$ cat src/rtl/tpu_pkg.sv
// Shared definitions for the TPU control sequencer: state encoding and the
// default systolic drain length.
package tpu_pkg;

  typedef enum logic [2:0] {
    IDLE   = 3'd0,
    WAIT_W = 3'd1,
    POP_W  = 3'd2,
    LOAD_W = 3'd3,
    STREAM = 3'd4,
    DRAIN  = 3'd5,
    DONE   = 3'd6
  } state_e;

  // The last result leaves the array rows+cols-1 cycles after the last vector enters.
  function automatic int drain_default(input int rows, input int cols);
    return rows + cols - 1;
  endfunction

endpackage

$ cat src/rtl/tpu_addr_gen.sv
// Input-vector address generator: latches base and count on load, steps the
// address with wrap at 2^AW, and flags the final vector of the stream.
module tpu_addr_gen #(
  parameter int AW = 10
) (
  input  logic          clk,
  input  logic          rstn,
  input  logic          load_i,
  input  logic [AW-1:0] base_i,
  input  logic [AW:0]   count_i,
  input  logic          step_i,
  output logic [AW-1:0] addr_o,
  output logic          last_o,
  output logic          zero_o
);

  logic [AW-1:0] addr_q, addr_d;
  logic [AW:0]   cnt_q, cnt_d;
  logic [AW:0]   vc_q, vc_d;

  // Load on accept, otherwise advance one vector per step; address wraps naturally.
  always_comb begin
    addr_d = addr_q;
    cnt_d  = cnt_q;
    vc_d   = vc_q;
    if (load_i) begin
      addr_d = base_i;
      cnt_d  = '0;
      vc_d   = count_i;
    end else if (step_i) begin
      addr_d = addr_q + AW'(1);
      cnt_d  = cnt_q + (AW+1)'(1);
    end
  end

  // Address and counter state.
  always_ff @(posedge clk or negedge rstn) begin
    if (!rstn) begin
      addr_q <= '0;
      cnt_q  <= '0;
      vc_q   <= '0;
    end else begin
      addr_q <= addr_d;
      cnt_q  <= cnt_d;
      vc_q   <= vc_d;
    end
  end

  assign addr_o = addr_q;
  assign last_o = (cnt_q + (AW+1)'(1)) == vc_q;
  assign zero_o = (vc_q == '0);

endmodule

$ cat src/rtl/tpu_seq_ctrl.sv
// Control sequencer for the TOP_tpu datapath: per start, pop one weight tile,
// load it into the PE array, stream input vectors from SRAM, wait out the
// systolic drain and pulse end_. Every output comes straight from a flop.
// Optional feature: define SEQ_CYCLE_COUNT_EN to add the cycle_count output.
module tpu_seq_ctrl import tpu_pkg::*; #(
  parameter int ADDRESSSIZE  = 10,
  parameter int MATRIX_SIZE  = 8,
  parameter int NUM_PE_ROWS  = 8,
  parameter int DRAIN_CYCLES = drain_default(NUM_PE_ROWS, MATRIX_SIZE)
) (
  input  logic                   clk,
  input  logic                   rstn,
  input  logic                   start,
  input  logic [ADDRESSSIZE-1:0] base_addr,
  input  logic [ADDRESSSIZE:0]   vec_count,
  input  logic                   fifo_empty,
  output logic                   fifo_read_enable,
  output logic                   we_rl,
  output logic [ADDRESSSIZE-1:0] sram_address,
  output logic                   valid_address,
  output logic                   busy,
  output logic                   end_
`ifdef SEQ_CYCLE_COUNT_EN
  ,
  output logic [15:0]            cycle_count
`endif
);

  localparam int DW = (DRAIN_CYCLES < 2) ? 1 : $clog2(DRAIN_CYCLES + 1);

  state_e        state_q, state_d;
  logic [DW-1:0] drain_q, drain_d;
  logic          fifo_read_enable_q, fifo_read_enable_d;
  logic          we_rl_q, we_rl_d;
  logic          valid_address_q, valid_address_d;
  logic          busy_q, busy_d;
  logic          end_q, end_d;

  logic          accept;
  logic          step;
  logic          last_vec;
  logic          zero_vec;

  assign accept = (state_q == IDLE) && start;
  // Hold the address on the final vector so it stays put through DRAIN.
  assign step   = (state_q == STREAM) && !last_vec;

  tpu_addr_gen #(
    .AW (ADDRESSSIZE)
  ) u_addr_gen (
    .clk    (clk),
    .rstn   (rstn),
    .load_i (accept),
    .base_i (base_addr),
    .count_i(vec_count),
    .step_i (step),
    .addr_o (sram_address),
    .last_o (last_vec),
    .zero_o (zero_vec)
  );

  // Next-state logic; output flops are decoded from the next state so they line up with it.
  always_comb begin
    state_d = state_q;
    drain_d = drain_q;
    case (state_q)
      IDLE:   if (start) state_d = WAIT_W;
      WAIT_W: if (!fifo_empty) state_d = POP_W;
      POP_W:  state_d = LOAD_W;
      LOAD_W: begin
        state_d = zero_vec ? DRAIN : STREAM;
        drain_d = '0;
      end
      STREAM: begin
        if (last_vec) state_d = DRAIN;
        drain_d = '0;
      end
      DRAIN: begin
        if (drain_q == DW'(DRAIN_CYCLES - 1)) state_d = DONE;
        else drain_d = drain_q + DW'(1);
      end
      DONE:    state_d = IDLE;
      default: state_d = IDLE;
    endcase
    fifo_read_enable_d = (state_d == POP_W);
    we_rl_d            = (state_d == LOAD_W);
    valid_address_d    = (state_d == STREAM);
    busy_d             = (state_d != IDLE);
    end_d              = (state_d == DONE);
  end

  // Sequencer state and registered control outputs.
  always_ff @(posedge clk or negedge rstn) begin
    if (!rstn) begin
      state_q            <= IDLE;
      drain_q            <= '0;
      fifo_read_enable_q <= 1'b0;
      we_rl_q            <= 1'b0;
      valid_address_q    <= 1'b0;
      busy_q             <= 1'b0;
      end_q              <= 1'b0;
    end else begin
      state_q            <= state_d;
      drain_q            <= drain_d;
      fifo_read_enable_q <= fifo_read_enable_d;
      we_rl_q            <= we_rl_d;
      valid_address_q    <= valid_address_d;
      busy_q             <= busy_d;
      end_q              <= end_d;
    end
  end

  assign fifo_read_enable = fifo_read_enable_q;
  assign we_rl            = we_rl_q;
  assign valid_address    = valid_address_q;
  assign busy             = busy_q;
  assign end_             = end_q;

`ifdef SEQ_CYCLE_COUNT_EN
  logic [15:0] cycle_count_q, cycle_count_d;

  // The accept cycle counts as the first; then one per busy cycle, saturating.
  always_comb begin
    cycle_count_d = cycle_count_q;
    if (accept) cycle_count_d = 16'd1;
    else if (busy_q && (cycle_count_q != 16'hFFFF)) cycle_count_d = cycle_count_q + 16'd1;
  end

  // Cycle counter register.
  always_ff @(posedge clk or negedge rstn) begin
    if (!rstn) cycle_count_q <= '0;
    else       cycle_count_q <= cycle_count_d;
  end

  assign cycle_count = cycle_count_q;
`endif

endmodule

$ cat config.mk
export PLATFORM = sky130hd
export DESIGN_NAME = tpu_seq_ctrl
export DESIGN_NICKNAME = d
export VERILOG_FILES = /design/src/rtl/tpu_pkg.sv /design/src/rtl/tpu_addr_gen.sv /design/src/rtl/tpu_seq_ctrl.sv
export SDC_FILE = /design/constraint.sdc
export NUM_CORES = 1
export LEC_CHECK = 0
export ABC_AREA = 0
export BUFFER_PORTS_ARGS = -buffer_cell sky130_fd_sc_hd__buf_2
export CORE_MARGIN = 1.5
export CORE_UTILIZATION = 55
export DETAILED_ROUTE_END_ITERATION = 8
export PLACE_DENSITY = 0.77
export REMOVE_ABC_BUFFERS = 1
export SYNTH_ARGS = -nofsm -noshare
export SYNTH_HDL_FRONTEND = slang
export SYNTH_SLANG_ARGS = --single-unit
$ cat constraint.sdc
create_clock -name clk -period 2.7 [get_ports clk]
set_input_delay 0.27 -clock clk [delete_from_list [all_inputs] [get_ports clk]]
set_output_delay 0.27 -clock clk [all_outputs]
set_load 0.02 [all_outputs]
# After elaboration in Yosys (flattened, before gate mapping)
# Index checks and enable logic that the tools add are counted.
dict set report word_totals {
  output_inout_bits 15
  in_bits 25
  ff_bits 44
}
dict set report classes {
  addsub 3
  n_eq_ne 12
  muxes 12
  n_reduce_logical 10
}
# operator n
set ops {}
lappend ops {{$mux W11} 2}
lappend ops {{$mux W10} 2}
lappend ops {{$pmux W3 S6} 1}
lappend ops {{$eq A3 B2 Y1 const B} 4}
lappend ops {{$eq A3 B3 Y1 const B} 4}
lappend ops {{$mux W3} 4}
lappend ops {{$add A11 B1 Y11 const B} 1}
lappend ops {{$eq A11 B11 Y1} 1}
lappend ops {{$logic_not A11 Y1} 1}
lappend ops {{$add A10 B1 Y10 const B} 1}
lappend ops {{$pmux W4 S2} 1}
lappend ops {{$add A4 B1 Y4 const B} 1}
lappend ops {{$eq A4 B4 Y1 const B} 1}
lappend ops {{$mux W4} 1}
lappend ops {{$reduce_bool A2 Y1} 2}
lappend ops {{$eq A3 B1 Y1 const B} 1}
lappend ops {{$logic_not A3 Y1} 1}
lappend ops {{$reduce_bool A3 Y1} 1}
lappend ops {{$logic_and A1 B1 Y1} 2}
lappend ops {{$ne A2 B2 Y1 const B} 1}
lappend ops {{$reduce_and A2 Y1} 1}
lappend ops {{$reduce_or A2 Y1} 1}
lappend ops {{$logic_not A1 Y1} 1}
lappend ops {{$mux W1} 1}

# Logic depth before layout (Yosys ltp)
dict set report depth {
  depth_word 6
  depth_mapped 9
}

# Cells and area by module
# Synthesis repeated with hierarchy kept, for this count alone.
dict set report hier_totals {
  hier_cells 243
  hier_area_um2 2454.9
}
# module cells_per_inst instances area_each_um2
set by_module_without_submodules {}
lappend by_module_without_submodules {tpu_addr_gen 180 1 1849.3}
lappend by_module_without_submodules {tpu_seq_ctrl 63 1 605.6}

# Worst setup path before layout
# No wires, ideal clock.
dict set report synth_path {
  path_kind {reg-to-reg}
  start {reg u_addr_gen.cnt_q[0]}
  end {reg u_addr_gen.addr_q[0], in the netlist u_addr_gen.addr_o[0]}
  stages_incl_launch_ff 10
  synth_period_minus_slack_ns 2.355
  setup_ns 0.124
  setup_slack_ns 0.345
  t_arrival_ns 2.231
  path_cell_list {dfrtp_1 -> ha_1 -> xnor2_1 -> o211ai_1 -> a211o_1 -> a211oi_2 -> o211a_1 -> buf_2 -> nor3_1 -> a211o_1}
}
dict set report synth_between {
  elab_chain_len 5
}
# item line_no
set synth_lines {}
lappend synth_lines {{start, declared} tpu_addr_gen.sv:18} ;# logic [AW:0] cnt_q, cnt_d;
lappend synth_lines {{start signal, assigned} tpu_addr_gen.sv:44} ;# cnt_q <= cnt_d;
lappend synth_lines {{$add A11 B1 Y11} tpu_addr_gen.sv:50} ;# assign last_o = (cnt_q + (AW+1)'(1)) == vc_q;
lappend synth_lines {{$eq A11 B11 Y1} tpu_addr_gen.sv:50}
lappend synth_lines {{$logic_not A1 Y1} tpu_seq_ctrl.sv:46} ;# assign step = (state_q == STREAM) && !last_vec;
lappend synth_lines {{$logic_and A1 B1 Y1} tpu_seq_ctrl.sv:46}
lappend synth_lines {{$reduce_bool A2 Y1 (no line)} -}
lappend synth_lines {{end signal, assigned} tpu_addr_gen.sv:43} ;# addr_q <= addr_d;
lappend synth_lines {{end, declared} tpu_addr_gen.sv:17} ;# logic [AW-1:0] addr_q, addr_d;
# Every way passes these cells.
# A chain may end at the register's enable or synchronous reset.

# Worst setup path in the final report
dict set report layout_path {
  start {reg u_addr_gen.cnt_q[1]}
  end {reg u_addr_gen.cnt_q[3]}
}
dict set report layout_between {
  elab_chain_len 5
}
# item line_no
set layout_lines {}
lappend layout_lines {{$add A11 B1 Y11 (*)} {tpu_addr_gen.sv:32, tpu_addr_gen.sv:50}}
lappend layout_lines {{$eq A11 B11 Y1} tpu_addr_gen.sv:50}
lappend layout_lines {{$logic_not A1 Y1} tpu_seq_ctrl.sv:46}
lappend layout_lines {{$logic_and A1 B1 Y1} tpu_seq_ctrl.sv:46}
lappend layout_lines {{$reduce_bool A2 Y1 (no line)} -}
# Every way passes the cells marked *; elsewhere a longest branch is shown, timed or not. The select of a mux whose other input is x is not followed.

==> impl_metrics.ini <==
[floorplanning]
boundaryPins = 40
core_area_um2 = 4690
rows = 25
die_area_um2 = 5290
die_width_um = 72.7
start_util_pct = 57.0
die_h_um = 72.7

[synthesis]
synth_compound_area_share_pct = 13.8
synth_fa_ha_area_share_pct = 1.87
yosysSeqAreaShare_pct = 41.2
ys_warn_count = 0
synth_area_um2 = 2670
synth_top_family_by_area = simple AND/OR/NAND/NOR gates
synth_xor_area_share_pct = 4.26
syn_avg_cell_area_um2 = 8.65
ys_ff_latch = 44
yosys.area_share.simple_pct = 31.0
muxShareOfSynthArea_pct = 4.31
netlist_instances = 309
synth_edf_count = 0
synthFlopType = dfrtp_1
ys_async_sr_fraction_pct = 100
ys_types = 51

[placement]
gp_congestion = 0.882
dp_cells = 397
place_worst_setup_slack_ns = 0.216
port-buffer-count = 39
dp_hpwl_mm = 4.35
placed_area_um2 = 2970

[route]
wire_per_inst_um = 15.5
remaining_drc_errors = 0
drtIter0Drc = 181
drt_wl_total_mm = 6.28
via_per_inst = 6.02
vias = 2439
dr.pass1.iters = 4
antenna_left = 0

[clock_tree]
holdBufCountCts = 0
cts_root_buffer = clkbuf_8
htreeDepth = 2
cts_buffer_depth = 2
cts_setup_buffers = 0
clock-sinks = 44
cts_inserted_buffers = 5
cts_tree = yes
path_clk_slew_ns = 0.09
clkLatencyLatePin_ns = 0.30

[worst_setup_path]
cp_data_arrival_time_ns = 2.79
cp_max_fo = 11
crit_type = flop to flop
cp_data_required_time_ns = 2.92
start_kind = flop
crit_path_end_kind = flop

[pwr]
p_clk_share_pct = 17.6
power_leakage_nw = 1.46
pwr-share-seq_pct = 38.7
power_density_nw_per_um2 = 977
p_comb_share_pct = 43.7
intPower_mw = 1.70
sw_frac_of_total_pct = 43.5
switchingPower_mw = 1.31
finalPower_mw = 3.02
vdd_ir_drop_max_v = 0.000599

[finish]
layout_common_cells = nand2_1 (67), dfrtp_1 (44), buf_2 (39), a21oi_1 (18), nand3_1 (16)
stdcell_count = 405
nNetsFinal = 379
drive_gt1_share_pct = 21.1
final_util_pct = 65.8
final_area_um2 = 3090
areaGrowthSynthToFinish_pct = 15.4
final_common_cell = nand2_1
fillers = 396
antenna_cells = 0

[timing]
rsz0062_at_grt = no
holdWs_ns = 0.114
max_freq_mhz = 390
fin_ws_ns = 0.137
period_share_pct = 94.9
setup_violations = 0
maxSlewViolCount = 0
maxSlewHeadroom_pct = 34.1
clock_skew_ns = 0.00738
fin_setup_tns_ns = 0
worst_pin_slew_ns = 0.989
final_hold_viol_count = 0
fin_crit_ns = 2.56

[global_route]
grt_pass1_wl_mm = 10.6
track_usage_pct = 25.8
grt_use_met2_pct = 40.7
grt_pass1_vias = 2274
antenna_found_initial = 0
met3_usage_pct = 4.56
grt.overflow.total = 0
grt_max_degree = 45
use_met1_pct = 35.7
busiest_layer = met2

[worst_hold_path]
hold_path_class = input port to async pin

[status]
status = finished clean

[flow_run]
maxCapViolations = 0
[layout make-up]
class	count	area (µm²)	area share [%]
Sequential cell	44	1100	35.7
Timing Repair Buffer	52	293	9.49
Clock inverter	3	47.5	1.54
Tap cell	54	67.6	2.19
Clock buffer	5	68.8	2.23
Multi-Input combinational cell	241	1490	48.2
Inverter	6	22.5	0.730
[power groups by stage]
stage	Sequential, mW	Combinational (mW)	Clock, mW
detailed placement	1.17	1.31	0
finish	1.17	1.32	0.530
global route	1.21	1.47	0.561
CTS	1.16	1.32	0.538
global placement	1.17	1.28	0
floorplan	1.22	0.816	0
[worst paths after layout]
kind / startpoint / end / slack [ns] / cells past startpoint
max: u_addr_gen.cnt_q[1] / u_addr_gen.cnt_q[3] / 0.14 / 9
min: rstn / u_addr_gen.cnt_q[6] / 0.11 / 1
max reg2reg: u_addr_gen.cnt_q[1] / u_addr_gen.cnt_q[3] / 0.14 / 9
min reg2reg: drain_q[0] / drain_q[0] / 0.53 / 1
max in group asynchronous: rstn / u_addr_gen.cnt_q[1] / 1.97 / 1
min in group clk: vec_count[7] / u_addr_gen.vc_q[7] / 0.15 / 3
[flip-flops by register name, summed over array words and instances, names as in the netlist]
signal             flops
u_addr_gen.cnt_q      11
u_addr_gen.vc_q       11
u_addr_gen.addr_o     10
drain_q                4
state_q                3
busy                   1
end_                   1
fifo_read_enable       1
valid_address          1
we_rl                  1
[critical path, stage by stage (launching register included)]
cell,delay [ns]
dfrtp_1,0.44
ha_1,0.27
and4_1,0.19
and3_1,0.16
a211o_1,0.26
a211oi_2,0.27
o211ai_2,0.32
buf_4,0.27
nand3_1,0.10
mux2i_1,0.21
[Yosys cell counts, drive strengths merged, types with 2 or more instances]
cell,n,area (µm²)
nand2,67,251
dfrtp,44,1100
a21oi,18,90.1
nand3,17,97.6
nor2,15,56.3
clkbuf,14,52.6
mux2i,10,100
xnor2,10,87.6
nand4,9,56.3
nor2b,8,50.1
nor3,8,51.3
inv,6,22.5
a31oi,5,37.5
and3,5,31.3
o21ai,5,25.0
or3,5,31.3
or4,5,37.5
buf,4,22.5
ha,4,50.1
nor4b,4,41.3
a211oi,3,27.5
and2,3,18.8
nand3b,3,22.5
nor4,3,18.8
o211a,3,30.0
o211ai,3,27.5
o31ai,3,22.5
or2,3,18.8
xor2,3,26.3
a211o,2,17.5
and4,2,17.5
nand2b,2,12.5
nor3b,2,15.0
o32a,2,20.0
[routing by layer]
metal / up-vias / wire length (µm)
li1: 1180 / -
met5: - / 0
met4: 0 / 139
met1: 1190 / 2910
met3: 10 / 192
met2: 59 / 3040
[repair_timing]
action | in CTS | in global routing
resized for setup | 0 | 2
setup endpoints to repair | 0 | 3
hold endpoints to repair | 0 | 0
[cells by family (layout without fill, tap and decap cells)]
logic type                 count (synthesis)  count (layout)
AOI/OAI and AO/OA                         52              52
xor gates and xnor gates                  13              13
adders and majority gates                  4               4
buffers and inverters                     24              66
DFF                                       44              44
muxes                                     11              11
and+or+nand+nor                          161             161
(Power assumes the default switching activity.)
